$ cat src/rtl/ac_scheduler.sv
// Heat/cool actuator sequencer with hysteresis deadband, minimum run time and
// post-run lockout so the actuators cannot short-cycle or change over directly.
module ac_scheduler #(
  parameter int unsigned HYST    = 2,
  parameter int unsigned MIN_RUN = 8,
  parameter int unsigned MIN_OFF = 4,
  parameter int unsigned CNT_W   = 4
) (
  input  logic       clk,
  input  logic       rst,
  input  logic       enable,
  input  logic [4:0] temperature,
  input  logic [4:0] setpoint,
  output logic       heating,
  output logic       cooling,
  output logic       lockout,
  output logic [1:0] state
);

  typedef enum logic [1:0] {
    S_IDLE = 2'd0,
    S_HEAT = 2'd1,
    S_COOL = 2'd2,
    S_LOCK = 2'd3
  } state_e;

  localparam logic [5:0]       HYST_W   = 6'(HYST);
  localparam logic [CNT_W-1:0] RUN_LAST = CNT_W'(MIN_RUN - 1);
  localparam logic [CNT_W-1:0] OFF_INIT = CNT_W'(MIN_OFF);
  localparam logic [CNT_W-1:0] CNT_MAX  = {CNT_W{1'b1}};
  localparam logic [CNT_W-1:0] CNT_ZERO = {CNT_W{1'b0}};
  localparam logic [CNT_W-1:0] CNT_ONE  = CNT_W'(1);

  state_e           state_q, state_d;
  logic [CNT_W-1:0] run_cnt_q, run_cnt_d;
  logic [CNT_W-1:0] off_cnt_q, off_cnt_d;
  logic             heating_q, cooling_q, lockout_q;

  logic [5:0] temp_ext_s;
  logic [5:0] sp_ext_s;
  logic       heat_req_s;
  logic       cool_req_s;
  logic       heat_stop_s;
  logic       cool_stop_s;
  logic       run_done_s;
  logic [CNT_W-1:0] run_inc_s;

  // Six-bit arithmetic keeps temperature+HYST and setpoint+HYST from wrapping.
  assign temp_ext_s  = {1'b0, temperature};
  assign sp_ext_s    = {1'b0, setpoint};
  assign heat_req_s  = (temp_ext_s + HYST_W) <= sp_ext_s;
  assign cool_req_s  = temp_ext_s >= (sp_ext_s + HYST_W);
  assign heat_stop_s = (temp_ext_s >= sp_ext_s) || !enable;
  assign cool_stop_s = (temp_ext_s <= sp_ext_s) || !enable;
  // Counter holds (cycles already on - 1) at the evaluating edge.
  assign run_done_s  = run_cnt_q >= RUN_LAST;
  assign run_inc_s   = (run_cnt_q == CNT_MAX) ? run_cnt_q : (run_cnt_q + CNT_ONE);

  // Next-state and counter update logic.
  always_comb begin
    state_d   = state_q;
    run_cnt_d = run_inc_s;
    off_cnt_d = CNT_ZERO;
    case (state_q)
      S_IDLE: begin
        run_cnt_d = CNT_ZERO;
        if (enable && heat_req_s) begin
          state_d = S_HEAT;
        end else if (enable && cool_req_s) begin
          state_d = S_COOL;
        end else begin
          state_d = S_IDLE;
        end
      end
      S_HEAT: begin
        if (heat_stop_s && run_done_s) begin
          state_d   = S_LOCK;
          run_cnt_d = CNT_ZERO;
          off_cnt_d = OFF_INIT;
        end else begin
          state_d = S_HEAT;
        end
      end
      S_COOL: begin
        if (cool_stop_s && run_done_s) begin
          state_d   = S_LOCK;
          run_cnt_d = CNT_ZERO;
          off_cnt_d = OFF_INIT;
        end else begin
          state_d = S_COOL;
        end
      end
      S_LOCK: begin
        run_cnt_d = CNT_ZERO;
        // Leave on the edge the counter would hit zero: MIN_OFF lockout cycles.
        if (off_cnt_q <= CNT_ONE) begin
          state_d   = S_IDLE;
          off_cnt_d = CNT_ZERO;
        end else begin
          state_d   = S_LOCK;
          off_cnt_d = off_cnt_q - CNT_ONE;
        end
      end
      default: begin
        state_d   = S_IDLE;
        run_cnt_d = CNT_ZERO;
        off_cnt_d = CNT_ZERO;
      end
    endcase
  end

  // State, counters and output drive registers.
  always_ff @(posedge clk) begin
    if (rst) begin
      state_q   <= S_IDLE;
      run_cnt_q <= CNT_ZERO;
      off_cnt_q <= CNT_ZERO;
      heating_q <= 1'b0;
      cooling_q <= 1'b0;
      lockout_q <= 1'b0;
    end else begin
      state_q   <= state_d;
      run_cnt_q <= run_cnt_d;
      off_cnt_q <= off_cnt_d;
      heating_q <= (state_d == S_HEAT);
      cooling_q <= (state_d == S_COOL);
      lockout_q <= (state_d == S_LOCK);
    end
  end

  assign heating = heating_q;
  assign cooling = cooling_q;
  assign lockout = lockout_q;
  assign state   = state_q;

endmodule

$ cat config.mk
export PLATFORM = sky130hd
export DESIGN_NAME = ac_scheduler
export DESIGN_NICKNAME = d
export VERILOG_FILES = /design/src/rtl/ac_scheduler.sv
export SDC_FILE = /design/constraint.sdc
export NUM_CORES = 1
export LEC_CHECK = 0
export ABC_AREA = 1
export CAP_MARGIN = 20
export CELL_PAD_IN_SITES_DETAIL_PLACEMENT = 0
export CELL_PAD_IN_SITES_GLOBAL_PLACEMENT = 2
export CORE_MARGIN = 2
export CORE_UTILIZATION = 29
export DETAILED_ROUTE_END_ITERATION = 6
export PLACE_DENSITY = 0.76
export SYNTH_ARGS = -nofsm -noshare
export SYNTH_HDL_FRONTEND = slang
export SYNTH_SLANG_ARGS = --single-unit
$ cat constraint.sdc
create_clock -name clk -period 2.1 [get_ports clk]
set_input_delay 0.315 -clock clk [delete_from_list [all_inputs] [get_ports clk]]
set_output_delay 0.315 -clock clk [all_outputs]
set_load 0.01 [all_outputs]
==> Word-level counts from Yosys, hierarchy flattened <==
Index checks and enable logic that the tools add are counted.
W data, S select, Z words.
{ "classes": {"n_addsub": 4, "mul": 0, "div": 0, "magnitude_cmp": 6, "eq_ne": 7, "n_shift": 0, "mux": 14, "bitwise": 0, "n_reduce_logical": 9} }
{ "ops": {"columns": ["cell", "n"], "rows": [
  ["$pmux W4 S3", 2],
  ["$mux W4", 4],
  ["$add A5 B2 Y6 const B", 2],
  ["$eq A2 B2 Y1 const B", 4],
  ["$mux W2", 4],
  ["$pmux W2 S4", 1],
  ["$ge A5 B6 Y1", 1],
  ["$le A6 B5 Y1", 1],
  ["$mux W3", 2],
  ["$ge A5 B5 Y1", 1],
  ["$le A5 B5 Y1", 1],
  ["$add A4 B1 Y4 const B", 1],
  ["$eq A2 B1 Y1 const B", 2],
  ["$eq A4 B4 Y1 const B", 1],
  ["$ge A4 B3 Y1 const B", 1],
  ["$le A4 B1 Y1 const B", 1],
  ["$logic_and A1 B1 Y1", 4],
  ["$sub A4 B1 Y4 const B", 1],
  ["$logic_not A2 Y1", 1],
  ["$logic_or A1 B1 Y1", 2],
  ["$reduce_or A2 Y1", 1],
  ["$logic_not A1 Y1", 1],
  ["$mux W1", 1]
]} }
{ "word_totals": {"register_bits": 13, "latch_bits": 0, "mem_bits_rw": 0, "mem_bits_ro": 0, "in_bits": 13, "wordCells": 46, "memories": 0} }

==> Longest topological paths before layout <==
Gate-level depths: netlist (run 1).
{ "logic_depth": {"word_depth": 7, "depth_mapped": 14} }

==> Worst setup path after synthesis (run 1) <==
Ideal clock, no wire load.
{ "synth_timing": {"kind": "in2reg", "start": "input port temperature[1]", "end": "register cooling_q, in the netlist cooling", "setup_time_ps": 62, "arrival_time_ps": 1632, "path_slack_ps": 406, "stages": 13, "n_path_buf": 0, "path_cell_list": "ha_1 xor2_1 ha_1 nand2_1 nor2_1 nand3_1 nand2_1 nand2_1 inv_1 nand4_1 nand2_2 nand2_2 nor2_2"} }
{ "synth_via": {"elab_chain_len": 6, "word_cells_on_any_way": 17} }
{ "synth_rtl": {"columns": ["item", "line", "text"], "rows": [
  ["start: declaration", "12", "input logic [4:0] temperature,"],
  ["$add A5 B2 Y6 (tied with other cells)", "51", "assign heat_req_s = (temp_ext_s + HYST_W) <= sp_ext_s;"],
  ["$le A6 B5 Y1 (tied with other cells)", "51", null],
  ["$logic_and A1 B1 Y1 (tied with other cells)", "67", "if (enable && heat_req_s) begin"],
  ["$mux W2 (tied with other cells)", "67", null],
  ["$pmux W2 S4 (*)", "64", "case (state_q)"],
  ["$eq A2 B2 Y1 (*)", "126", "cooling_q <= (state_d == S_COOL);"],
  ["end signal: assignment", "126", null],
  ["end: declaration", "37", "logic heating_q, cooling_q, lockout_q;"]
]} }
Every way passes the cells marked *; elsewhere a longest branch is shown, timed or not.
A chain may end at the register's enable or synchronous reset.

==> Final worst setup path (run 1) <==
{ "layout_timing": {"start": "input port temperature[4]", "end": "register cooling_q, in the netlist cooling"} }
The elaborated chain is that of the path after synthesis.

==> PnR_summary.wiki, run 1 <==
{| class="wikitable"
! Metric !! Value
|-
| Cell area after placement || between 1000 and 1500 µm²
|-
| Path type of the worst min-delay path || reg -> reg
|-
| Initial antenna violation count || 0
|-
| Chain of cells forming the critical path || clkdlybuf4s50_1 > xnor2_1 > ha_1 > inv_1 > nor2_2 > nand3_1 > nand2_1 > nand2_1 > inv_1 > nand4_1 > nand2_2 > nand2_2 > nor2_2
|-
| Crit path max fanout || 4
|-
| Worst stage delay on the critical path || 0.57 ns
|-
| Top cells by count, synth || 37 x sky130_fd_sc_hd__nand2_1, 28 x sky130_fd_sc_hd__inv_1, 18 x sky130_fd_sc_hd__ha_1
|-
| Final design area excluding fillers || 1499 µm²
|-
| Grt ovf || 0
|-
| Setup Slack @ Placement || -0.2128 ns
|-
| Worst slew margin relative to its limit || 81.92%
|-
| MaxCap Viol Count || 0
|-
| Most repeated cell in the gate-level netlist after synthesis || sky130_fd_sc_hd__nand2_1
|-
| Residual antenna-violating net count after detailed routing || 0
|-
| Unrepaired setup endpoints after global routing || false
|-
| Root Driver || sky130_fd_sc_hd__clkbuf_8
|-
| Total of endpoints with negative setup slack in the final report || 0
|-
| Largest area contributor in the synthesized netlist || sky130_fd_sc_hd__dfxtp_1
|-
| Post-layout instance count excluding filler cells || 242
|-
| Async set or reset register ratio after synthesis || 0%
|-
| Reported leakage power || 0.8154 nW
|-
| TritonCTS Buffers || 3
|-
| Run status || finished, final reports clean
|-
| Share of post-route cells with drive strength above 1 || 18.56%
|-
| Power, Total || between 700 and 800 µW
|-
| Post-layout min period || roughly 1.8 ns
|-
| Worst path required time || 2.30 ns
|-
| Die X || 66.14 µm
|-
| Total routing usage reported by global routing || 12.31%
|-
| Die area || roughly 4400 µm²
|-
| Worst hold margin || 0.4645 ns
|-
| Maximum clock frequency || 0.5442 GHz
|-
| Power per standard cell area || 491.4 nW/µm²
|-
| Least setup slack across all paths after layout || 0.2623 ns
|-
| Top_reg_cell synth || sky130_fd_sc_hd__dfxtp_1
|-
| Int Pwr || 504.7 µW
|-
| Max clock buf depth || 2
|-
| Number of instances in the placed design || 238
|-
| Net switching share of the total power || a little under a third
|-
| Clock Power Share || 31.3%
|-
| Mean instance size in the synthesized netlist || 6.912 µm²
|-
| Pin count of the biggest net entering global routing || 9
|-
| Overall via count from detail_route || about 1000
|-
| Later-pin clock latency in the skew report || 0.25 ns
|-
| Number of instances in the synthesized netlist || 162
|-
| YS warnings || 0
|-
| Count of state elements after synthesis || 13
|-
| Height of the die || between 60 and 70 µm
|-
| DRC marker count from the first detailed-route iteration || 25
|-
| Placer's final routability congestion estimate || 0.8110
|-
| Worst reg2reg setup slack || 0.58 ns
|-
| Post-layout nets || approximately 230
|-
| Quantity of gates resized following cts || 0
|-
| Sequential share of power || between 30% and 40%
|-
| Post-DP HPWL || 1939 µm
|-
| Starting density of the core || 30.36%
|-
| Setup TNS after final layout || 0 ns
|-
| Number of pins exceeding their max-slew limit in the final report || 0
|-
| Hold violation count in the final report || 0
|-
| Routed length per placed instance || 9.459 µm
|-
| Portion of the post-synthesis area used by sequential elements || 23.24%
|-
| Gate power share || around a third
|-
| Share of the synthesized area in the top cell type || 23.24%
|-
| Via-per-instance ratio || between 4 and 5
|-
| Final period util || 87.51%
|-
| Worst Max-Slew Pin Slew || 0.2689 ns
|-
| Count of inserted antenna diode cells || 0
|-
| Cell Rows || 22
|-
| Worst EP arrival || 2.03 ns
|-
| Clk slew on worst S/H paths || about 0.06 ns
|-
| Total Wirelength || 2289 µm
|-
| Worst Setup End Kind || flop
|-
| Wire length of the first global-routing pass || roughly 4200 µm
|-
| Buf+Inv Stages, Crit Path || 3
|-
| Count of buffers from port buffering || 17
|-
| Final core utilization || 40.64%
|-
| Element type at the critical path start || primary input
|-
| Critical Path Slowest Stage Cell || sky130_fd_sc_hd__clkdlybuf4s50_1
|-
| Unique cell type count in the Yosys netlist || 24
|-
| Kind of cell adding the most delay to the critical path || buffers and inverters
|-
| Post-Synthesis Net Count || 193
|-
| Net switching component of the power || 231.9 µW
|-
| Worst Path Class, Setup || in -> reg
|-
| Synth Cell Area || 1120 µm²
|-
| Vias in the first global route || just over 1000
|-
| CTS tree || yes
|-
| Core area || 3689 µm²
|-
| Post-CTS Setup Inserts || 0
|-
| Clock H-tree levels || 1
|-
| Clock Sinks || 13
|-
| Post-CTS Hold Buffers || 0
|-
| Post-synth EDFFs || 0
|-
| Number of DRC violations after detailed routing || 0
|-
| Top cells by area in the synthesized netlist || sky130_fd_sc_hd__dfxtp_1 23%, sky130_fd_sc_hd__ha_1 20%, sky130_fd_sc_hd__nand2_1 12%
|-
| TritonRoute pass-1 iters || 4
|-
| Boundary pin count || 18
|-
| Clock tree skew after final layout || 0.007855 ns
|-
| Relative area change from synthesis to final layout || 33.85%
|-
| Max VDD drop || approximately 340 µV
|}
-- cell usage in the layout, fill, tap and decap left out, types with 2 or more instances in the layout --
master	Yosys	routed
sky130_fd_sc_hd__a21oi_1	5	5
sky130_fd_sc_hd__buf_4	0	11
sky130_fd_sc_hd__clkbuf_8	0	3
sky130_fd_sc_hd__clkdlybuf4s50_1	0	12
sky130_fd_sc_hd__clkinv_1	2	2
sky130_fd_sc_hd__dfxtp_1	13	13
sky130_fd_sc_hd__dlymetal6s2s_1	0	5
sky130_fd_sc_hd__ha_1	18	16
sky130_fd_sc_hd__ha_2	0	2
sky130_fd_sc_hd__inv_1	28	28
sky130_fd_sc_hd__inv_2	3	3
sky130_fd_sc_hd__nand2_1	37	37
sky130_fd_sc_hd__nand2_2	5	5
sky130_fd_sc_hd__nand3_1	10	10
sky130_fd_sc_hd__nand3_2	4	4
sky130_fd_sc_hd__nand4_1	3	3
sky130_fd_sc_hd__nor2_1	13	12
sky130_fd_sc_hd__nor2_2	4	5
sky130_fd_sc_hd__o21ai_0	2	2
sky130_fd_sc_hd__xnor2_1	4	4
sky130_fd_sc_hd__xor2_1	3	3
-- layout make-up --
class | count | area, µm²
clock inverters | 1 | 5.005
inverters | 33 | 123.9
clock buffers | 3 | 41.29
well taps | 48 | 60.06
fillers | 401 | 2190
flip-flops and latches | 13 | 260.3
repair buffers | 28 | 265.3
multi-input cells | 116 | 743.2
-- per-layer routing --
| metal | GRT usage, % | vias up | part of all wire [%] |
|---|---|---|---|
| met5 | 0 | - | 0 |
| met4 | 3.827 | 0 | 1.8 |
| met3 | 3.066 | 4 | 3.5 |
| met2 | 18.50 | 14 | 40 |
| met1 | 17.15 | 425 | 55 |
| li1 | - | 567 | - |
-- worst paths after layout --
| kind | to | depth (start not counted) | from |
|---|---|---|---|
| min reg2reg | off_cnt_q[0]$_SDFF_PP0_ | 1 | off_cnt_q[0]$_SDFF_PP0_ |
| min | off_cnt_q[0]$_SDFF_PP0_ | 1 | off_cnt_q[0]$_SDFF_PP0_ |
| max | cooling$_SDFF_PP0_ | 13 | temperature[4] |
| max reg2reg | cooling$_SDFF_PP0_ | 11 | off_cnt_q[0]$_SDFF_PP0_ |
-- power groups by stage --
stage          Sequential [mW]  Combinational, mW  Clock (mW)
3_3_place_gp             0.276              0.235           0
4_1_cts                  0.271              0.239       0.231
5_1_grt                  0.272              0.275       0.245
2_1_floorplan            0.278              0.137           0
3_5_place_dp             0.275              0.237           0
6_report                 0.271              0.235       0.231
-- kinds of logic (layout without fill, tap and decap cells) --
| family | Yosys count | count (layout) | share of synthesized area (%) |
|---|---|---|---|
| simple gates | 80 | 80 | 34.19 |
| buf+inv | 33 | 65 | 11.06 |
| fa+ha+maj | 18 | 18 | 20.11 |
| flops | 13 | 13 | 23.24 |
| compound gates | 10 | 10 | 5.028 |
| xor+xnor | 7 | 7 | 5.475 |
| mux | 1 | 1 | 0.8939 |
-- flip-flops by register name, summed over array words and instances (netlist names) --
name / flops
cooling: 1
state: 2
lockout: 1
heating: 1
off_cnt_q: 4
run_cnt_q: 4
No activity file was read; power rests on OpenSTA's default activity.
==> run 2: changes to the inputs <==
--- a/config.mk
+++ b/config.mk
@@ -10,9 +10,12 @@
 export CELL_PAD_IN_SITES_DETAIL_PLACEMENT = 0
 export CELL_PAD_IN_SITES_GLOBAL_PLACEMENT = 2
 export CORE_MARGIN = 2
-export CORE_UTILIZATION = 29
+export CORE_UTILIZATION = 34
 export DETAILED_ROUTE_END_ITERATION = 6
-export PLACE_DENSITY = 0.76
+export DONT_BUFFER_PORTS = 1
+export GPL_ROUTABILITY_DRIVEN = 0
+export PLACE_DENSITY = 0.75
+export SKIP_CTS_REPAIR_TIMING = 1
 export SYNTH_ARGS = -nofsm -noshare
 export SYNTH_HDL_FRONTEND = slang
 export SYNTH_SLANG_ARGS = --single-unit
==> PnR_summary.wiki, run 2 (synthesis results as in run 1) <==
{| class="wikitable"
! Metric !! Value
|-
| Setup TNS after final layout || 0 ns (unchanged)
|-
| Starting density of the core || 36.09% (+5.7 points)
|-
| Height of the die || 61.39 µm (-7.2%)
|-
| Post-layout min period || 1.540 ns (-0.2975 ns)
|-
| Maximum clock frequency || 0.6493 GHz (+19%)
|-
| Die area || 3769 µm² (-14%)
|-
| Critical Path Slowest Stage Cell || sky130_fd_sc_hd__ha_1
|-
| Worst Max-Slew Pin Slew || 0.2968 ns (+0.02794 ns)
|-
| Count of fill cells added during filler insertion || 355 (-11%)
|-
| Total routing usage reported by global routing || 13.50% (+1.2 points)
|-
| Number of DRC violations after detailed routing || 0 (unchanged)
|-
| Clock tree skew after final layout || 0.001169 ns (-0.006687 ns)
|-
| TritonRoute pass-1 iters || 4 (unchanged)
|-
| Worst EP arrival || 1.75 ns (-0.28 ns)
|-
| Count of inserted antenna diode cells || 0 (unchanged)
|-
| Cell Rows || 20 (-9.1%)
|-
| Power per standard cell area || 487.2 nW/µm² (-0.87%)
|-
| Crit path max fanout || 5 (+1)
|-
| Clk slew on worst S/H paths || 0.07 ns (about the same)
|-
| Via-per-instance ratio || 4.476 (+7.3%)
|-
| Number of pins exceeding their max-slew limit in the final report || 0 (unchanged)
|-
| Setup Slack @ Placement || 0.2743 ns (+0.4871 ns)
|-
| Grt ovf || 0 (unchanged)
|-
| Buf+Inv Stages, Crit Path || 1 (-2)
|-
| Core area || 3103 µm² (-16%)
|-
| Sequential cell area in the final layout || 260.3 µm² (unchanged)
|-
| Reported leakage power || 0.6464 nW (-21%)
|-
| Worst hold margin || 0.2118 ns (-0.2527 ns)
|-
| Worst Setup End Kind || flop
|-
| Worst Path Class, Setup || in -> reg
|-
| Relative area change from synthesis to final layout || 7.262%
|-
| Max VDD drop || 361.5 µV (+6.7%)
|-
| Worst slew margin relative to its limit || 80.18% (-1.7 points)
|-
| CTS tree || yes
|-
| Least setup slack across all paths after layout || 0.5598 ns (+0.2975 ns)
|-
| Die X || 61.39 µm (-7.2%)
|-
| Chain of cells forming the critical path || ha_1 > xor2_1 > ha_1 > nand2_1 > nor2_1 > nand3_1 > nand2_1 > nand2_1 > inv_1 > nand4_1 > nand2_2 > nand2_2 > nor2_2
|-
| DRC marker count from the first detailed-route iteration || 24 (-4.0%)
|-
| Final period util || 73.34% (-14 points)
|-
| Initial antenna violation count || 0 (unchanged)
|-
| Routed length per placed instance || 9.829 µm (+3.9%)
|-
| Vias in the first global route || 981 (-2.8%)
|-
| Pin count of the biggest net entering global routing || 8 (-1)
|-
| Multi-input gate area || 735.7 µm² (-1.0%)
|-
| Max clock buf depth || 2 (unchanged)
|-
| Run status || finished, final reports clean
|-
| Overall via count from detail_route || 940 (-6.9%)
|-
| Wire length of the first global-routing pass || 3850 µm (-7.6%)
|-
| Total Wirelength || 2064 µm (-9.8%)
|-
| Boundary pin count || 18 (unchanged)
|-
| Element type at the critical path start || primary input
|-
| Reg2reg end || cooling$_SDFF_PP0_
|-
| MaxCap Viol Count || 0 (unchanged)
|-
| Kind of cell adding the most delay to the critical path || simple AND/OR/NAND/NOR gates
|-
| Launch point of the worst path || temperature[1]
|-
| Post-DP HPWL || 1841 µm (-5.1%)
|-
| Post-layout nets || 198 (-12%)
|-
| Most common cell after layout, fill and taps aside || sky130_fd_sc_hd__nand2_1
|-
| Worst reg2reg setup slack || 0.59 ns (about the same)
|-
| Worst stage delay on the critical path || 0.29 ns (-0.28 ns)
|-
| Root Driver || sky130_fd_sc_hd__clkbuf_4
|-
| Unrepaired setup endpoints after global routing || false
|-
| Worst path depth || 13 (unchanged)
|-
| Hold violation count in the final report || 0 (unchanged)
|-
| Path type of the worst min-delay path || in -> reg
|-
| Most frequent cells in the layout || 37 x sky130_fd_sc_hd__nand2_1, 28 x sky130_fd_sc_hd__inv_1, 18 x sky130_fd_sc_hd__ha_1
|-
| TritonCTS Buffers || 3 (unchanged)
|-
| Share of post-route cells with drive strength above 1 || 12.65% (-5.9 points)
|-
| Most repeated library cell on the critical path || sky130_fd_sc_hd__nand2_1
|-
| Worst path required time || 2.31 ns (about the same)
|-
| Later-pin clock latency in the skew report || 0.27 ns (+0.02 ns)
|-
| Count of buffers from port buffering || 0 (-17)
|-
| Clock H-tree levels || 1 (unchanged)
|-
| Final core utilization || 38.71% (-1.9 points)
|-
| Clock Sinks || 13 (unchanged)
|-
| Length in cells of the worst reg-to-reg path || 11 (unchanged)
|-
| Launching point of the worst reg2reg path || off_cnt_q[0]$_SDFF_PP0_
|-
| Residual antenna-violating net count after detailed routing || 0 (unchanged)
|-
| Total of endpoints with negative setup slack in the final report || 0 (unchanged)
|-
| Capturing instance or port of the critical path || cooling$_SDFF_PP0_
|}
-- run 2: cell types whose count changed in the layout (fill, tap and decap cells not counted), sizes merged --
| cell | delta |
|---|---|
| clkbuf | +1 |
| buf | -11 |
| clkinv | -1 |
| dlymetal6s2s | -5 |
| clkdlybuf4s50 | -12 |
-- run 2: worst min-delay path by stage --
stage               slack [ns]  cells past startpoint                    start                 endpoint
global placement          0.44                      1  off_cnt_q[0]$_SDFF_PP0_  off_cnt_q[0]$_SDFF_PP0_
finish                    0.21                      3                      rst  run_cnt_q[3]$_SDFF_PP0_
floorplan                 0.43                      1  off_cnt_q[0]$_SDFF_PP0_  off_cnt_q[0]$_SDFF_PP0_
detailed placement        0.45                      1  off_cnt_q[0]$_SDFF_PP0_  off_cnt_q[0]$_SDFF_PP0_
CTS                       0.20                      3                      rst  run_cnt_q[3]$_SDFF_PP0_
global route              0.21                      3                      rst  run_cnt_q[3]$_SDFF_PP0_
-- run 2: per-stage QoR --
stage,total power [mW],cells,instance area (µm²)
detailed placement,0.4457,206,1175
CTS,0.5969,210,1201
finish,0.5851,210,1201
global route,0.6457,210,1201
global placement,0.4446,206,1175
floorplan,0.4153,162,1120
-- run 2: tightest hold or removal path: stages --
cell,delay [ns]
sky130_fd_sc_hd__a21oi_1,0.02
sky130_fd_sc_hd__o21ai_0,0.06
sky130_fd_sc_hd__a21oi_1,0.04
-- run 2: layout make-up --
class | instances | share of cell area (%)
Tap cell | 44 | 4.583
Clock buffer | 4 | 2.188
Sequential cell | 13 | 21.67
Inverter | 33 | 10.31
Multi-Input combinational cell | 116 | 61.25
-- run 2: where the power goes --
group | internal (mW) | total (mW) | switching (mW)
clock | 0.0735 | 0.148 | 0.0745
combinational | 0.0654 | 0.163 | 0.0972
sequential | 0.259 | 0.275 | 0.0158
total | 0.398 | 0.585 | 0.187
-- run 2: layer usage --
metal	track usage [%]	vias to the layer above	routed length, µm
met5	0	-	0
met4	0.9119	0	0
met3	4.412	0	72
met2	23.71	13	967
met1	16.94	412	1024
li1	-	515	-
==> run 3: changes to the inputs <==
==> constraint.sdc (replaced) <==
create_clock -name clk -period 1.5 [get_ports clk]
set_input_delay 0.225 -clock clk [delete_from_list [all_inputs] [get_ports clk]]
set_output_delay 0.225 -clock clk [all_outputs]
set_load 0.01 [all_outputs]
==> PnR_summary.wiki, run 3 (synthesis results as in run 1) <==
{| class="wikitable"
! Metric !! Value
|-
| CTS tree || yes
|-
| Total routing usage reported by global routing || 13.19% (-0.31 points)
|-
| Residual antenna-violating net count after detailed routing || 0 (unchanged)
|-
| Post-DP HPWL || 1868 µm (+1.5%)
|-
| Launching point of the worst reg2reg path || off_cnt_q[1]$_SDFF_PP0_
|-
| Endpoint with the worst hold slack || run_cnt_q[3]$_SDFF_PP0_
|-
| Final period util || 90.50%
|-
| Worst hold margin || 0.1172 ns (-0.09457 ns)
|-
| Count of inserted antenna diode cells || 0 (unchanged)
|-
| Hold violation count in the final report || 0 (unchanged)
|-
| MaxCap Viol Count || 0 (unchanged)
|-
| Max VDD drop || 323.6 µV (-11%)
|-
| Core area || 3103 µm² (unchanged)
|-
| Root Driver || sky130_fd_sc_hd__clkbuf_4
|-
| Cell Rows || 20 (unchanged)
|-
| Post-layout min period || approximately 1.4 ns
|-
| Most common cell after layout, fill and taps aside || sky130_fd_sc_hd__nand2_1
|-
| Power per standard cell area || 669.0 nW/µm² (+37%)
|-
| Clock Sinks || 13 (unchanged)
|-
| Power, Total || 843.7 µW (+44%)
|-
| Most repeated library cell on the critical path || sky130_fd_sc_hd__nand2_1
|-
| Relative area change from synthesis to final layout || 12.63%
|-
| Grt ovf || 0 (unchanged)
|-
| Die area || 3769 µm² (unchanged)
|-
| Number of DRC violations after detailed routing || 0 (unchanged)
|-
| Buf+Inv Stages, Crit Path || 1 (unchanged)
|-
| Worst slew margin relative to its limit || 79.61% (-0.57 points)
|-
| Unrepaired setup endpoints after global routing || false
|-
| Die X || 61.39 µm (unchanged)
|-
| Via-per-instance ratio || 4.551 (+1.7%)
|-
| Depth of the worst hold-timing path || 3 (unchanged)
|-
| Path type of the worst min-delay path || in -> reg
|-
| Length in cells of the worst reg-to-reg path || 11 (unchanged)
|-
| Critical Path Slowest Stage Cell || sky130_fd_sc_hd__ha_1
|-
| Worst reg2reg setup slack || 0.14 ns (-0.45 ns)
|-
| DRC marker count from the first detailed-route iteration || 22 (-8.3%)
|-
| Starting density of the core || 36.09% (unchanged)
|-
| Pin count of the biggest net entering global routing || 8 (unchanged)
|-
| Clk slew on worst S/H paths || 0.08 ns (about the same)
|-
| TritonRoute pass-1 iters || 4 (unchanged)
|-
| Worst min-delay path startpoint || rst
|-
| Wire length of the first global-routing pass || 3739 µm (-2.9%)
|-
| Overall via count from detail_route || 974 (+3.6%)
|-
| Max clock buf depth || 2 (unchanged)
|-
| Total Wirelength || 2136 µm (+3.5%)
|-
| Worst stage delay on the critical path || 0.29 ns (about the same)
|-
| Chain of cells forming the critical path || ha_4 > xor2_1 > ha_1 > nand2_1 > nor2_1 > nand3_1 > nand2_1 > nand2_1 > inv_1 > nand4_1 > nand2_2 > nand2_2 > nor2_2
|-
| Most frequent cells in the layout || 37 x sky130_fd_sc_hd__nand2_1, 28 x sky130_fd_sc_hd__inv_1, 15 x sky130_fd_sc_hd__ha_1
|-
| Post-layout nets || 202 (+2.0%)
|-
| Clock tree skew after final layout || 0.006525 ns (+0.005356 ns)
|-
| Count of buffers from port buffering || 0 (unchanged)
|-
| Total of endpoints with negative setup slack in the final report || 0 (unchanged)
|-
| Crit path max fanout || 5 (unchanged)
|-
| Initial antenna violation count || 0 (unchanged)
|-
| Clock H-tree levels || 1 (unchanged)
|-
| Worst Max-Slew Pin Slew || 0.3054 ns (+0.008522 ns)
|-
| Routed length per placed instance || 9.981 µm (+1.6%)
|-
| Reported leakage power || 0.6659 nW (+3.0%)
|-
| Number of pins exceeding their max-slew limit in the final report || 0 (unchanged)
|-
| Worst EP arrival || 1.58 ns (-0.17 ns)
|-
| Run status || finished, final reports clean
|-
| Kind of cell adding the most delay to the critical path || simple AND/OR/NAND/NOR gates
|-
| Boundary pin count || 18 (unchanged)
|-
| Maximum clock frequency || 0.7367 GHz
|-
| Worst Setup End Kind || flop
|-
| TritonCTS Buffers || 3 (unchanged)
|-
| Later-pin clock latency in the skew report || 0.28 ns (about the same)
|-
| Worst path required time || 1.73 ns (-0.58 ns)
|-
| Vias in the first global route || 928 (-5.4%)
|-
| Element type at the critical path start || primary input
|-
| Reg2reg end || cooling$_SDFF_PP0_
|-
| Height of the die || 61.39 µm (unchanged)
|-
| Worst Path Class, Setup || in -> reg
|-
| Share of post-route cells with drive strength above 1 || 18.82% (+6.2 points)
|}
run 3: routing by layer:
metal | vias up | share of wire (%) | routed length, µm | GRT usage (%)
met5 | - | 0 | 0 | 0
met3 | 0 | 3.1 | 67 | 4.412
met2 | 9 | 45 | 970 | 21.88
li1 | 524 | - | - | -
met4 | 0 | 0 | 0 | 1.824
met1 | 441 | 51 | 1099 | 17.15
run 3: through the flow:
| step | area, µm² | util (%) | setup WS (ns) | cells | setup TNS [ns] |
|---|---|---|---|---|---|
| 5_1_grt | 1261 | 40.65 | 0.006343 | 214 | 0 |
| 2_1_floorplan | 1135 | - | -0.03076 | 162 | -0.06526 |
| 3_5_place_dp | 1220 | 39.31 | -0.1461 | 210 | -0.6117 |
| 3_3_place_gp | 1220 | 39.31 | -0.1215 | 210 | -0.4903 |
| 6_report | 1261 | 40.65 | 0.1425 | 214 | 0 |
| 4_1_cts | 1246 | 40.16 | -0.02549 | 214 | -0.02974 |
run 3: final cells by class:
type,count,area (µm²)
Timing Repair Buffer,4,30.03
Fill cell,347,1842
Inverter,33,123.9
Sequential cell,13,262.8
Tap cell,44,55.05
Multi-Input combinational cell,116,763.2
Clock buffer,4,26.28
run 3: worst max-delay path by stage:
stage | slack [ns] | cells past startpoint | to | start
floorplan | -0.03 | 13 | cooling$_SDFF_PP0_ | temperature[1]
global placement | -0.12 | 13 | cooling$_SDFF_PP0_ | temperature[1]
detailed placement | -0.15 | 13 | cooling$_SDFF_PP0_ | temperature[1]
CTS | -0.03 | 11 | cooling$_SDFF_PP0_ | off_cnt_q[0]$_SDFF_PP0_
global route | 0.006 | 11 | cooling$_SDFF_PP0_ | off_cnt_q[1]$_SDFF_PP0_
finish | 0.14 | 13 | cooling$_SDFF_PP0_ | temperature[1]
run 3: worst reg2reg max path: cells and delay by family, from the launching register on:
family          cells  cell delay [ns]
fa+ha+maj           1             0.20
buf+inv             2             0.09
simple gates        7             0.59
compound gates      1             0.08
flops               1             0.33
run 3: report_power, final:
| part | switching, mW | total [mW] | leakage (nW) | internal [mW] |
|---|---|---|---|---|
| logic | 0.143 | 0.246 | 0.544 | 0.103 |
| clock network | 0.113 | 0.216 | 0.0150 | 0.103 |
| registers | 0.0197 | 0.382 | 0.106 | 0.362 |
